### src/rtl/sys_mem_burst_ctrl_if.sv
// Agent port between the burst sequencer (master) and the sys_mem arbiter (slave):
// single-word requests out, wait and in-order read returns back.
interface sys_mem_burst_ctrl_if #(
    parameter int unsigned MEM_DATA_W = 32,
    parameter int unsigned MEM_ADDR_W = 27
);
    logic                  agent_wait;
    logic                  agent_wren;
    logic                  agent_rden;
    logic [MEM_ADDR_W-1:0] agent_addr;
    logic [MEM_DATA_W-1:0] agent_wdata;
    logic                  agent_rd_valid;
    logic [MEM_DATA_W-1:0] agent_rdata;

    modport master (
        input  agent_wait, agent_rd_valid, agent_rdata,
        output agent_wren, agent_rden, agent_addr, agent_wdata
    );

    modport slave (
        output agent_wait, agent_rd_valid, agent_rdata,
        input  agent_wren, agent_rden, agent_addr, agent_wdata
    );
endinterface

### src/rtl/sys_mem_burst_ctrl.sv
// Burst sequencer on one sys_mem arbiter agent port: splits a read/write burst into
// single-word requests, caps outstanding reads. SYS_MEM_BURST_CTRL_STATS_EN adds counters.
module sys_mem_burst_ctrl #(
    parameter int unsigned             LB_DATA_W        = 32,
    parameter int unsigned             LB_ADDR_W        = 8,
    parameter int unsigned             MEM_DATA_W       = 32,
    parameter int unsigned             MEM_ADDR_W       = 27,
    parameter int unsigned             MAX_BURST_LEN    = 256,
    parameter int unsigned             MAX_OUTSTANDING  = 8,
    parameter logic [LB_DATA_W-1:0]    DEFAULT_DATA_VAL = 'hdeadbabe,
    parameter int unsigned             LEN_W            = $clog2(MAX_BURST_LEN) + 1
) (
    input  logic                  clk,
    input  logic                  rst_n,
    input  logic                  lb_wr_en,
    input  logic                  lb_rd_en,
    input  logic [LB_ADDR_W-1:0]  lb_addr,
    input  logic [LB_DATA_W-1:0]  lb_wr_data,
    output logic                  lb_wr_valid,
    output logic                  lb_rd_valid,
    output logic [LB_DATA_W-1:0]  lb_rd_data,
    input  logic                  cmd_valid,
    output logic                  cmd_ready,
    input  logic                  cmd_rd,
    input  logic [MEM_ADDR_W-1:0] cmd_addr,
    input  logic [LEN_W-1:0]      cmd_len,
    input  logic                  wr_data_valid,
    input  logic [MEM_DATA_W-1:0] wr_data,
    output logic                  wr_data_ready,
    output logic                  rd_data_valid,
    output logic [MEM_DATA_W-1:0] rd_data,
    output logic                  burst_done,
    sys_mem_burst_ctrl_if.master  agent
);
    localparam int unsigned OUT_W = $clog2(MAX_OUTSTANDING + 1);

    typedef enum logic [2:0] {IDLE, RD_ISSUE, RD_DRAIN, WR_ISSUE, DONE} state_t;

    state_t                state_q, state_d;
    logic [MEM_ADDR_W-1:0] addr_q, addr_d;
    logic [LEN_W-1:0]      rem_q, rem_d;
    logic [OUT_W-1:0]      out_cnt_q;
    logic                  len_err_q, stray_q;
    logic                  rd_acc_c, len_err_set_c;
    logic                  ret_ok_c, stray_set_c, status_clr_c;
    logic                  unused_lb_wr_data_c;

    assign ret_ok_c            = agent.agent_rd_valid && (out_cnt_q != '0);
    assign stray_set_c         = agent.agent_rd_valid && (out_cnt_q == '0);
    assign status_clr_c        = lb_rd_en && (lb_addr == LB_ADDR_W'(0));
    assign unused_lb_wr_data_c = ^lb_wr_data;

    // Next-state and agent request generation
    always_comb begin
        state_d           = state_q;
        addr_d            = addr_q;
        rem_d             = rem_q;
        rd_acc_c          = 1'b0;
        len_err_set_c     = 1'b0;
        wr_data_ready     = 1'b0;
        agent.agent_rden  = 1'b0;
        agent.agent_wren  = 1'b0;
        agent.agent_addr  = addr_q;
        agent.agent_wdata = wr_data;
        case (state_q)
            IDLE: begin
                if (cmd_valid && cmd_ready) begin
                    addr_d = cmd_addr;
                    rem_d  = cmd_len;
                    if (cmd_len == '0) begin
                        state_d = DONE;
                    end else if (cmd_len > LEN_W'(MAX_BURST_LEN)) begin
                        len_err_set_c = 1'b1;
                        state_d       = DONE;
                    end else begin
                        state_d = cmd_rd ? RD_ISSUE : WR_ISSUE;
                    end
                end
            end
            RD_ISSUE: begin
                // out_cnt only falls while a request waits, so the request holds until taken
                agent.agent_rden = (out_cnt_q < OUT_W'(MAX_OUTSTANDING));
                rd_acc_c         = agent.agent_rden && !agent.agent_wait;
                if (rd_acc_c) begin
                    addr_d = addr_q + MEM_ADDR_W'(1);
                    rem_d  = rem_q - LEN_W'(1);
                    if (rem_q == LEN_W'(1)) state_d = RD_DRAIN;
                end
            end
            RD_DRAIN: begin
                if (ret_ok_c && (out_cnt_q == OUT_W'(1))) state_d = DONE;
            end
            WR_ISSUE: begin
                agent.agent_wren = wr_data_valid;
                wr_data_ready    = wr_data_valid && !agent.agent_wait;
                if (wr_data_ready) begin
                    addr_d = addr_q + MEM_ADDR_W'(1);
                    rem_d  = rem_q - LEN_W'(1);
                    if (rem_q == LEN_W'(1)) state_d = DONE;
                end
            end
            DONE:    state_d = IDLE;
            default: state_d = IDLE;
        endcase
    end

    // State, counters and client-side outputs
    always_ff @(posedge clk) begin
        if (!rst_n) begin
            state_q       <= IDLE;
            addr_q        <= '0;
            rem_q         <= '0;
            out_cnt_q     <= '0;
            cmd_ready     <= 1'b1;
            burst_done    <= 1'b0;
            rd_data_valid <= 1'b0;
            rd_data       <= '0;
        end else begin
            state_q       <= state_d;
            addr_q        <= addr_d;
            rem_q         <= rem_d;
            cmd_ready     <= (state_d == IDLE);
            burst_done    <= (state_d == DONE);
            rd_data_valid <= ret_ok_c;
            if (ret_ok_c) rd_data <= agent.agent_rdata;
            case ({rd_acc_c, ret_ok_c})
                2'b10:   out_cnt_q <= out_cnt_q + OUT_W'(1);
                2'b01:   out_cnt_q <= out_cnt_q - OUT_W'(1);
                default: out_cnt_q <= out_cnt_q;
            endcase
        end
    end

`ifdef SYS_MEM_BURST_CTRL_STATS_EN
    logic [31:0] burst_cnt_q, wait_cnt_q;
    logic        wait_evt_c;

    assign wait_evt_c = (agent.agent_rden || agent.agent_wren) && agent.agent_wait;

    // Burst count wraps; wait count saturates
    always_ff @(posedge clk) begin
        if (!rst_n) begin
            burst_cnt_q <= '0;
            wait_cnt_q  <= '0;
        end else begin
            if (state_q == DONE) burst_cnt_q <= burst_cnt_q + 32'd1;
            if (wait_evt_c && (wait_cnt_q != '1)) wait_cnt_q <= wait_cnt_q + 32'd1;
        end
    end
`endif

    // Local bus: sticky status and register read-back
    always_ff @(posedge clk) begin
        if (!rst_n) begin
            len_err_q   <= 1'b0;
            stray_q     <= 1'b0;
            lb_wr_valid <= 1'b0;
            lb_rd_valid <= 1'b0;
            lb_rd_data  <= '0;
        end else begin
            len_err_q   <= len_err_set_c || (len_err_q && !status_clr_c);
            stray_q     <= stray_set_c   || (stray_q   && !status_clr_c);
            lb_wr_valid <= lb_wr_en;
            lb_rd_valid <= lb_rd_en;
            if (lb_rd_en) begin
                case (lb_addr)
                    LB_ADDR_W'(0): lb_rd_data <= LB_DATA_W'({stray_q, len_err_q, (state_q != IDLE)});
`ifdef SYS_MEM_BURST_CTRL_STATS_EN
                    LB_ADDR_W'(1): lb_rd_data <= LB_DATA_W'(burst_cnt_q);
                    LB_ADDR_W'(2): lb_rd_data <= LB_DATA_W'(wait_cnt_q);
`endif
                    default:       lb_rd_data <= DEFAULT_DATA_VAL;
                endcase
            end
        end
    end
endmodule

### src/flat_wrapper.sv
// flat-port wrapper written by rule: the top's interface ports become plain ports
module sys_mem_burst_ctrl_flat 
#(
    parameter int unsigned             LB_DATA_W        = 32,
    parameter int unsigned             LB_ADDR_W        = 8,
    parameter int unsigned             MEM_DATA_W       = 32,
    parameter int unsigned             MEM_ADDR_W       = 27,
    parameter int unsigned             MAX_BURST_LEN    = 256,
    parameter int unsigned             MAX_OUTSTANDING  = 8,
    parameter logic [LB_DATA_W-1:0]    DEFAULT_DATA_VAL = 'hdeadbabe,
    parameter int unsigned             LEN_W            = $clog2(MAX_BURST_LEN) + 1
)
  (clk, rst_n, lb_wr_en, lb_rd_en, lb_addr, lb_wr_data, lb_wr_valid, lb_rd_valid, lb_rd_data, cmd_valid, cmd_ready, cmd_rd, cmd_addr, cmd_len, wr_data_valid, wr_data, wr_data_ready, rd_data_valid, rd_data, burst_done, agent_agent_wait, agent_agent_rd_valid, agent_agent_rdata, agent_agent_wren, agent_agent_rden, agent_agent_addr, agent_agent_wdata);
  sys_mem_burst_ctrl_if #(.MEM_DATA_W(MEM_DATA_W), .MEM_ADDR_W(MEM_ADDR_W)) agent_i ();
  input  logic clk;
  input  logic rst_n;
  input  logic lb_wr_en;
  input  logic lb_rd_en;
  input  logic [LB_ADDR_W-1:0] lb_addr;
  input  logic [LB_DATA_W-1:0] lb_wr_data;
  output logic lb_wr_valid;
  output logic lb_rd_valid;
  output logic [LB_DATA_W-1:0] lb_rd_data;
  input  logic cmd_valid;
  output logic cmd_ready;
  input  logic cmd_rd;
  input  logic [MEM_ADDR_W-1:0] cmd_addr;
  input  logic [LEN_W-1:0] cmd_len;
  input  logic wr_data_valid;
  input  logic [MEM_DATA_W-1:0] wr_data;
  output logic wr_data_ready;
  output logic rd_data_valid;
  output logic [MEM_DATA_W-1:0] rd_data;
  output logic burst_done;
  input wire logic [$bits(agent_i.agent_wait)-1:0] agent_agent_wait;
  input wire logic [$bits(agent_i.agent_rd_valid)-1:0] agent_agent_rd_valid;
  input wire logic [$bits(agent_i.agent_rdata)-1:0] agent_agent_rdata;
  output wire logic [$bits(agent_i.agent_wren)-1:0] agent_agent_wren;
  output wire logic [$bits(agent_i.agent_rden)-1:0] agent_agent_rden;
  output wire logic [$bits(agent_i.agent_addr)-1:0] agent_agent_addr;
  output wire logic [$bits(agent_i.agent_wdata)-1:0] agent_agent_wdata;
  assign agent_i.agent_wait = agent_agent_wait;
  assign agent_i.agent_rd_valid = agent_agent_rd_valid;
  assign agent_i.agent_rdata = agent_agent_rdata;
  assign agent_agent_wren = agent_i.agent_wren;
  assign agent_agent_rden = agent_i.agent_rden;
  assign agent_agent_addr = agent_i.agent_addr;
  assign agent_agent_wdata = agent_i.agent_wdata;
  sys_mem_burst_ctrl #(.LB_DATA_W(LB_DATA_W), .LB_ADDR_W(LB_ADDR_W), .MEM_DATA_W(MEM_DATA_W), .MEM_ADDR_W(MEM_ADDR_W), .MAX_BURST_LEN(MAX_BURST_LEN), .MAX_OUTSTANDING(MAX_OUTSTANDING), .DEFAULT_DATA_VAL(DEFAULT_DATA_VAL), .LEN_W(LEN_W)) u_core (.clk(clk), .rst_n(rst_n), .lb_wr_en(lb_wr_en), .lb_rd_en(lb_rd_en), .lb_addr(lb_addr), .lb_wr_data(lb_wr_data), .lb_wr_valid(lb_wr_valid), .lb_rd_valid(lb_rd_valid), .lb_rd_data(lb_rd_data), .cmd_valid(cmd_valid), .cmd_ready(cmd_ready), .cmd_rd(cmd_rd), .cmd_addr(cmd_addr), .cmd_len(cmd_len), .wr_data_valid(wr_data_valid), .wr_data(wr_data), .wr_data_ready(wr_data_ready), .rd_data_valid(rd_data_valid), .rd_data(rd_data), .burst_done(burst_done), .agent(agent_i));
endmodule
### config.mk
export PLATFORM = sky130hd
export DESIGN_NAME = sys_mem_burst_ctrl_flat
export DESIGN_NICKNAME = d
export VERILOG_FILES = /design/src/rtl/sys_mem_burst_ctrl_if.sv /design/src/rtl/sys_mem_burst_ctrl.sv /design/src/flat_wrapper.sv
export SDC_FILE = /design/constraint.sdc
export NUM_CORES = 1
export LEC_CHECK = 0
export CAP_MARGIN = 0
export CORE_AREA = 3 3 112 114
export CTS_BUF_LIST = sky130_fd_sc_hd__clkbuf_4 sky130_fd_sc_hd__clkbuf_8
export DETAILED_ROUTE_END_ITERATION = 8
export DIE_AREA = 0 0 115 117
export PLACE_DENSITY = 0.95
export SLEW_MARGIN = 20
export SYNTH_ARGS = -nofsm -noshare
export SYNTH_HDL_FRONTEND = slang
export SYNTH_SLANG_ARGS = --single-unit
### constraint.sdc
create_clock -name clk -period 3.3 [get_ports clk]
set_input_delay 0.33 -clock clk [delete_from_list [all_inputs] [get_ports clk]]
set_output_delay 0.33 -clock clk [all_outputs]
set_load 0.02 [all_outputs]
==> metrics.cfg, run 1 <==
[worst_setup_path]
endpoint_kind = output port
start_kind = register
arrival_ns = 2.02
required_ns = 2.97
crit_fanout = 8
critPathKind = register to output port

[clock_network]
root_buffer = clkbuf_8
cts_tree = done
clock_sinks = 86
cts_buffers = 9
htreeDepth = 3
cts_buffer_depth = 2
clock_latency_ns = 0.36
cts_setup_buffers = 0
ctsResizeCount = 0
ctsHoldBuffers = 0
clk_pin_slew_worst_paths_ns = 0.09

[timing]
slew_headroom_pct = 57.20
skew_ns = 0.01975
setup_viol = 0
fmax_ghz = 0.4258
fin_crit_ns = 2.349
drv_slew = 0
rsz0062_at_grt = no
tns_ns = 0
worst_pin_slew_ns = 0.6362
report.final.hold_viol_count = 0
post-route-period-util_pct = 71.17

[grt]
grt-ovfl-total = 0
grt_use_total_pct = 19.08
grt_max_degree = 56
grt_antenna_before_repair = 0
grt_pass1_vias = 4338
grt_pass1_wl_um = 21080

[power]
internal_power_mw = 2.274
comb_power_share_pct = 43.0
power.density_nw_per_um2 = 591.2
switching_share_pct = 40.32
clockPowerShare_pct = 18.8
irDropWorstVdd_mv = 0.2109
power_frac_seq_pct = 38.2
leakage_nw = 2.338
switching_power_mw = 1.537

[layout]
final_cell_mix = clkdlybuf4s50_1, nand2_1, dfxtp_1
fillCellCount = 1033
n_antenna_cell = 0
multi_input_area_um2 = 2479
area_delta_synth_final_pct = 33.96
final_util_pct = 55.98
seqCellArea_um2 = 1722
final_common_cell = clkdlybuf4s50_1
drive_above_1_share_pct = 5.858
num-nets-final = 888

[synth]
yosysWarnings = 0
synth-async-reset-ratio_pct = 0
syn_inst = 619
avgSynthCellArea_um2 = 7.774
synthesis.area_um2 = 4812
synth-main-ff-cell = dfxtp_1
synth_edf_count = 0
ys_seq_elements = 86
ys_seq_area_share_pct = 35.78
synth.distinct_cells = 67

[run_status]
status = complete, no violations

[floorplanning]
placementRows = 39
die-area_um2 = 13460
fp.dieW_um = 115
initial_utilization_pct = 41.79
num_io_pins = 280
die_y_um = 117
core_um2 = 11520

[detailed_routing]
drc = 0
antenna_left = 0
dr.pass1.iters = 5
first_iter_violations = 444
wirelength_um = 13530
wl_per_cell_um = 15.42
vias = 4806
via_per_inst = 5.480

[place]
io_buffers = 174
gp_congestion = 0.8897
hpwl_um = 9865

[worst_hold_path]
min_path_type = register to register

[flow_run]
cap_violations = 0

==> power groups by stage <==
| stage | Sequential, mW | Clock [mW] | Combinational, mW |
|---|---|---|---|
| floorplan | 1.63 | 0 | 0.891 |
| global placement | 1.47 | 0 | 1.60 |
| detailed placement | 1.48 | 0 | 1.64 |
| CTS | 1.45 | 0.744 | 1.64 |
| global route | 1.49 | 0.782 | 1.79 |
| finish | 1.46 | 0.716 | 1.64 |
==> worst paths after layout <==
check	startpoint	to	slack, ns	depth (start not counted)
min	u_core.rd_data[21]$_SDFFE_PN0P_	u_core.rd_data[21]$_SDFFE_PN0P_	0.46	2
max reg2reg	u_core.agent.agent_addr[0]$_SDFFE_PN0P_	u_core.agent.agent_addr[26]$_SDFFE_PN0P_	1.24	6
min reg2reg	u_core.rd_data[21]$_SDFFE_PN0P_	u_core.rd_data[21]$_SDFFE_PN0P_	0.46	2
max	u_core.state_q[2]$_SDFF_PN0_	wr_data_ready	0.95	3
==> Yosys cell counts (4+ instances only) <==
| library cell | instances | share of area, % |
|---|---|---|
| a211oi_1 | 8 | 1.2 |
| o211ai_1 | 4 | 0.62 |
| inv_1 | 13 | 1.0 |
| a22oi_1 | 5 | 0.78 |
| ha_1 | 10 | 2.6 |
| nand2_1 | 114 | 8.9 |
| clkbuf_1 | 22 | 1.7 |
| and3_1 | 7 | 0.91 |
| buf_1 | 4 | 0.31 |
| nand4_1 | 6 | 0.78 |
| or3_1 | 7 | 0.91 |
| a21oi_1 | 70 | 7.3 |
| and4_1 | 4 | 0.73 |
| nor2_1 | 49 | 3.8 |
| dfxtp_1 | 86 | 36 |
| buf_4 | 61 | 9.5 |
| buf_2 | 6 | 0.62 |
| o21a_1 | 8 | 1.2 |
| and2_1 | 5 | 0.65 |
| a31oi_1 | 9 | 1.2 |
| o22ai_1 | 7 | 0.91 |
| nor3_1 | 8 | 0.83 |
| o221a_1 | 4 | 0.94 |
| nor4_1 | 7 | 0.91 |
| nand3_1 | 14 | 1.5 |
| o21ai_0 | 15 | 1.6 |
==> layout make-up <==
type / instances / share of cell area (%)
clock inverters: 6 / 0.8152
clock buffers: 10 / 2.135
inverters: 14 / 0.8152
multi-input cells: 433 / 38.45
repair buffers: 185 / 28.30
flip-flops and latches: 86 / 26.71
well taps: 143 / 2.776
==> flip-flops by register name (all words and copies together), names as in the netlist <==
name	cells
u_core.state_q	3
u_core.lb_wr_valid	1
u_core.out_cnt_q	4
u_core.lb_rd_data	4
u_core.cmd_ready	1
u_core.rd_data_valid	1
u_core.agent.agent_addr	27
u_core.rem_q	9
u_core.rd_data	32
u_core.burst_done	1
u_core.stray_q	1
u_core.len_err_q	1
u_core.lb_rd_valid	1
==> critical path, cell delays in order, from the launching register on <==
cell	delay, ns
dfxtp_1	0.41
nand2b_1	0.26
nor3_1	0.28
clkdlybuf4s50_1	0.72
==> per-layer routing <==
layer	global-route usage (%)	vias up	wire length (µm)
met5	0	-	0
met4	6.025	0	278
met3	5.039	21	1089
met2	32.10	202	6782
met1	23.95	2259	5375
li1	-	2324	-
==> metrics by stage <==
stage / instances / setup WS (ns) / area, µm² / power (mW) / hold slack (ns)
2_1_floorplan: 627 / 1.140 / 4842 / 2.520 / 0.4540
3_3_place_gp: 861 / 0.8951 / 6256 / 3.065 / 0.4412
3_5_place_dp: 861 / 0.8620 / 6256 / 3.111 / 0.4461
4_1_cts: 877 / 0.9376 / 6446 / 3.838 / 0.4592
5_1_grt: 877 / 0.8689 / 6446 / 4.061 / 0.4804
6_report: 877 / 0.9513 / 6446 / 3.811 / 0.4555
==> cells by family (layout without fill, tap and decap cells) <==
family,after synthesis,in the layout,synth area share [%]
AOI/OAI and AO/OA,165,165,22.31
xor gates and xnor gates,3,3,0.5461
adders and majority gates,10,10,2.600
buffers and inverters,108,215,13.49
DFF,86,86,35.78
muxes,1,1,0.2080
other,1,9,0.07793
and+or+nand+nor,245,245,24.99
Power figures use the tool's default switching activity.
==> run 2, diff against run 1 <==
--- a/config.mk
+++ b/config.mk
@@ -6,11 +6,11 @@
 export NUM_CORES = 1
 export LEC_CHECK = 0
 export CAP_MARGIN = 0
-export CORE_AREA = 3 3 112 114
+export CORE_AREA = 3 3 120 122
 export CTS_BUF_LIST = sky130_fd_sc_hd__clkbuf_4 sky130_fd_sc_hd__clkbuf_8
 export DETAILED_ROUTE_END_ITERATION = 8
-export DIE_AREA = 0 0 115 117
-export PLACE_DENSITY = 0.95
+export DIE_AREA = 0 0 123 125
+export PLACE_DENSITY = 0.88
 export SLEW_MARGIN = 20
 export SYNTH_ARGS = -nofsm -noshare
 export SYNTH_HDL_FRONTEND = slang
==> constraint.sdc (replaced) <==
create_clock -name clk -period 2 [get_ports clk]
set_input_delay 0.2 -clock clk [delete_from_list [all_inputs] [get_ports clk]]
set_output_delay 0.2 -clock clk [all_outputs]
set_load 0.02 [all_outputs]
==> run 2 against run 1 <==
Core utilization fell by 5.5 points. Power increased by 73%. Global-route usage decreased by 0.94 points. Routed wire length up 6.5%. Setup slack worse by 0.85 ns. Die area up 14%. Flip-flop and latch count unchanged. Clock skew decreased by 0.0082 ns. Combinational power rose by 80%. Highest routed layer unchanged.
==> metrics.cfg, run 2 (synthesis results as in run 1) <==
[timing]
report.final.hold_viol_count = 0
post-route-period-util_pct = 94.90
drv_slew = 0
setup_viol = 0
worst_pin_slew_ns = 0.7302
tns_ns = 0
slew_headroom_pct = 50.87
skew_ns = 0.01157
fmax_ghz = 0.5269
timing.final.ws_setup_ns = 0.1021
fin_crit_ns = 1.898
rsz0062_at_grt = no

[power]
power_frac_seq_pct = 36.1
comb_power_share_pct = 44.8
irDropWorstVdd_mv = 0.3227
clockPowerShare_pct = 19.1
switching_power_mw = 2.569
leakage_nw = 2.488
power.density_nw_per_um2 = 982.1
internal_power_mw = 4.016
switching_share_pct = 39.01

[worst_setup_path]
cp_slowest_cell = dfxtp_1
start_kind = register
required_ns = 1.80
critPathTopFamily = buffers and inverters
path_cells = nand2b_2 > buf_4 > nor2_1 > dlygate4sd2_1
endpoint_kind = output port
slowest_delay_ns = 0.39
arrival_ns = 1.70
crit_fanout = 13
crit_buf_inv = 2
critPathKind = register to output port

[grt]
grt_max_degree = 56
grt_antenna_before_repair = 0
grt-ovfl-total = 0
grt_pass1_vias = 4452
grt_use_total_pct = 18.14
grt_pass1_wl_um = 22470

[detailed_routing]
dr.pass1.iters = 5
via_per_inst = 5.248
antenna_left = 0
drc = 0
vias = 4886
wl_per_cell_um = 15.48
first_iter_violations = 322
wirelength_um = 14410

[floorplanning]
die_y_um = 125
num_io_pins = 280
fp.dieW_um = 123
placementRows = 42
die-area_um2 = 15380
initial_utilization_pct = 36.19
core_um2 = 13300

[worst_hold_path]
min_path_type = primary input to register

[clock_network]
root_buffer = clkbuf_8
clock_latency_ns = 0.37
cts_buffer_depth = 2
htreeDepth = 3
cts_tree = done
cts_setup_buffers = 0
clk_pin_slew_worst_paths_ns = 0.09
cts_buffers = 9
clock_sinks = 86

[layout]
final_cell_mix = clkdlybuf4s50_1, nand2_1, dfxtp_1
top_register = u_core.rd_data
fin_area_um2 = 6705
final_common_cell = clkdlybuf4s50_1
largest_reg_flops = 32
n_antenna_cell = 0
drive_above_1_share_pct = 9.272
area_delta_synth_final_pct = 39.34
num-nets-final = 910

[run_status]
status = complete, no violations

[place]
dpl-instance-area_um2 = 6487
hpwl_um = 10480
io_buffers = 174
preCtsSetupSlack_ns = -0.2383
gp_congestion = 0.8704

[flow_run]
cap_violations = 0

-- run 2: changes by cell type in the layout (fill, tap and decap cells not counted), sizes merged, moves of 2 or more --
cell | previous run | this run
clkinv | 3 | 1
dlygate4sd2 | 0 | 3
clkbuf | 10 | 12
buf | 11 | 33
clkdlybuf4s50 | 174 | 171
-- run 2: cell type report --
cell class                      count  area [µm²]
Fill cell                        1258        6590
Multi-Input combinational cell    433        2501
Timing Repair Buffer              207        2014
Sequential cell                    86        1724
Tap cell                          176       220.2
Clock buffer                       12       146.4
Inverter                           14       52.55
Clock inverter                      3       46.29
-- run 2: path summary, 6_finish.rpt --
| path | startpoint | endpoint | slack, ns | cells after the start |
|---|---|---|---|---|
| worst max-delay path | u_core.state_q[2]$_SDFF_PN0_ | agent_agent_wren | 0.10 | 4 |
| worst min-delay path | agent_agent_rdata[31] | u_core.rd_data[31]$_SDFFE_PN0P_ | 0.36 | 3 |
| worst max register to register | u_core.out_cnt_q[1]$_SDFFE_PN0P_ | u_core.out_cnt_q[3]$_SDFFE_PN0P_ | 0.16 | 11 |
| worst min register to register | u_core.rd_data[1]$_SDFFE_PN0P_ | u_core.rd_data[1]$_SDFFE_PN0P_ | 0.46 | 2 |
-- run 2: routing by layer --
metal	track usage (%)	vias to the layer above	part of all wire, %	wire (µm)
met1	23.20	2275	42	5982
met5	0	-	0	0
met4	8.664	0	3.2	461
li1	-	2372	-	-
met3	3.342	43	7.0	1004
met2	29.30	196	48	6959
-- run 2: worst min-delay path, cell delays in order --
cell and delay, ns:
clkdlybuf4s50_1 0.39, nand2_1 0.05, a21oi_1 0.05
-- run 2: power groups by stage --
stage / registers [mW] / logic [mW] / clock network [mW]
after floorplan: 2.69 / 1.48 / 0
after global placement: 2.39 / 2.89 / 0
after detailed placement: 2.40 / 2.94 / 0
after CTS: 2.36 / 2.96 / 1.28
after global routing: 2.43 / 3.21 / 1.35
final: 2.37 / 2.95 / 1.26
-- run 2: stage by stage --
| step | hold WS [ns] | power [mW] | instances | util (%) |
|---|---|---|---|---|
| after floorplan | 0.3273 | 4.166 | 627 | - |
| after global placement | 0.4001 | 5.275 | 916 | 48.80 |
| after detailed placement | 0.4001 | 5.341 | 916 | 48.80 |
| after CTS | 0.3428 | 6.603 | 931 | 50.26 |
| after global routing | 0.3628 | 6.990 | 931 | 50.43 |
| final | 0.3635 | 6.585 | 931 | 50.43 |
-- run 2: repair_timing --
item,4_1_cts,5_1_grt
pin swaps,0,0
setup endpoints to repair,23,3
hold buffers,0,0
resized for setup,5,5
==> run 3, diff against run 2 <==
--- a/config.mk
+++ b/config.mk
@@ -6,10 +6,11 @@
 export NUM_CORES = 1
 export LEC_CHECK = 0
 export CAP_MARGIN = 0
-export CORE_AREA = 3 3 120 122
+export CORE_AREA = 4 4 121 123
 export CTS_BUF_LIST = sky130_fd_sc_hd__clkbuf_4 sky130_fd_sc_hd__clkbuf_8
+export CTS_CLUSTER_SIZE = 14
 export DETAILED_ROUTE_END_ITERATION = 8
-export DIE_AREA = 0 0 123 125
+export DIE_AREA = 0 0 125 127
 export PLACE_DENSITY = 0.88
 export SLEW_MARGIN = 20
 export SYNTH_ARGS = -nofsm -noshare
==> run 3 against run 2 <==
Hold slack worse by 0.0040 ns. Largest cell class unchanged. Register-to-register slack worse by 0.05 ns. Fmax increased by 0.22%. Routed wire length is 0.80% higher. Combinational power fell by 3%. Highest routed layer unchanged. Clock power up 4%. Critical path depth grew 2.
==> metrics.cfg, run 3 (synthesis results as in run 1) <==
[layout]
largest_reg_flops = 32
final_common_cell = clkdlybuf4s50_1
top_register = u_core.rd_data
final_util_pct = 48.79
n_antenna_cell = 0
area_delta_synth_final_pct = 38.56
num-nets-final = 908
drive_above_1_share_pct = 8.886
fillCellCount = 1300
final_cell_mix = clkdlybuf4s50_1, nand2_1, dfxtp_1

[clock_network]
clock_latency_ns = 0.37
clock_sinks = 86
ctsHoldBuffers = 0
cts_buffer_depth = 2
clk_pin_slew_worst_paths_ns = 0.09
htreeDepth = 3
cts_buffers = 9
root_buffer = clkbuf_8
cts_tree = done

[worst_setup_path]
endpoint_kind = register
required_ns = 2.31
arrival_ns = 2.20
crit_fanout = 5
start_kind = register
critPathKind = register to register

[timing]
worst_pin_slew_ns = 0.6109
drv_slew = 0
skew_ns = 0.006810
tns_ns = 0
rsz0062_at_grt = no
fin_crit_ns = 1.894
setup_viol = 0
post-route-period-util_pct = 94.68
slew_headroom_pct = 58.90
fmax_ghz = 0.5281
report.final.hold_viol_count = 0

[detailed_routing]
via_per_inst = 5.166
antenna_left = 0
vias = 4825
drc = 0
dr.pass1.iters = 5
first_iter_violations = 375
wirelength_um = 14520
wl_per_cell_um = 15.55

[grt]
grt-ovfl-total = 0
grt_use_total_pct = 17.73
grt_max_degree = 56
grt_pass1_wl_um = 23050
grt_pass1_vias = 4449
grt_antenna_before_repair = 0

[power]
irDropWorstVdd_mv = 0.4182
leakage_nw = 2.468
power.density_nw_per_um2 = 983.6

[place]
hpwl_um = 10720
gp_congestion = 0.8618
io_buffers = 174

[floorplanning]
fp.dieW_um = 125
initial_utilization_pct = 35.21
die-area_um2 = 15880
core_um2 = 13670
die_y_um = 127
num_io_pins = 280
placementRows = 43

[worst_hold_path]
min_path_type = primary input to register

[flow_run]
cap_violations = 0

[run_status]
status = complete, no violations

[run 3: cell count changes in the layout (fill, tap and decap cells not counted), sizes merged]
cell and delta:
clkinv +4, buf -2, dlygate4sd2 -2, clkinvlp -1
[run 3: area by class of cell]
cell class / count / area (µm²) / share of cell area (%)
timing repair buffer: 205 / 1967 / 29.50
inverter: 14 / 52.55 / 0.7881
clock inverter: 6 / 70.07 / 1.051
tap: 180 / 225.2 / 3.378
clock buffer: 10 / 137.6 / 2.064
sequential: 86 / 1723 / 25.84
multi-input combinational: 433 / 2492 / 37.38
[run 3: timing repair]
item | 4_1_cts | 5_1_grt
pin swaps | 0 | 1
endpoints found under the setup margin | 23 | 5
cloned | 0 | 0
hold endpoints to repair | 0 | 0
resized for setup | 4 | 8
buffers inserted | 0 | 1
[run 3: worst paths after layout]
| check | start | cells after the start | slack (ns) | to |
|---|---|---|---|---|
| min reg2reg | u_core.rd_data[21]$_SDFFE_PN0P_ | 2 | 0.46 | u_core.rd_data[21]$_SDFFE_PN0P_ |
| min | agent_agent_rdata[8] | 3 | 0.36 | u_core.rd_data[8]$_SDFFE_PN0P_ |
| max | u_core.agent.agent_addr[0]$_SDFFE_PN0P_ | 6 | 0.11 | u_core.agent.agent_addr[26]$_SDFFE_PN0P_ |
| max reg2reg | u_core.agent.agent_addr[0]$_SDFFE_PN0P_ | 6 | 0.11 | u_core.agent.agent_addr[26]$_SDFFE_PN0P_ |
[run 3: per-layer routing]
metal	up-vias	GRT usage, %	share of wire (%)
li1	2372	-	-
met1	2228	22.71	43
met2	195	28.73	47
met3	30	4.557	7.2
met4	0	7.015	2.6
met5	-	0	0
[run 3: critical path: stages (launching register included)]
cell and delay, ns:
dfxtp_1 0.35, ha_1 0.26, nand4_4 0.19, nor2_4 0.19, nand3_1 0.15, or4_1 0.52
a31oi_1 0.16
[run 3: stage by stage]
step / hold WS (ns) / power (mW) / instances / worst slack (ns) / cell area, µm²
after floorplan: 0.3273 / 4.166 / 627 / 0.003977 / 4846
after global placement: 0.4001 / 5.206 / 917 / -0.1895 / 6445
after detailed placement: 0.4001 / 5.272 / 917 / -0.2336 / 6445
after CTS: 0.3384 / 6.596 / 933 / 0.06733 / 6650
after global routing: 0.3446 / 6.995 / 934 / 0.005225 / 6668
final: 0.3595 / 6.558 / 934 / 0.1063 / 6668
[run 3: power by group]
group          switching [mW]  total, mW  internal [mW]
clock                   0.687       1.31          0.620
sequential              0.341       2.40           2.06
combinational            1.57       2.85           1.28
total                    2.60       6.56           3.96
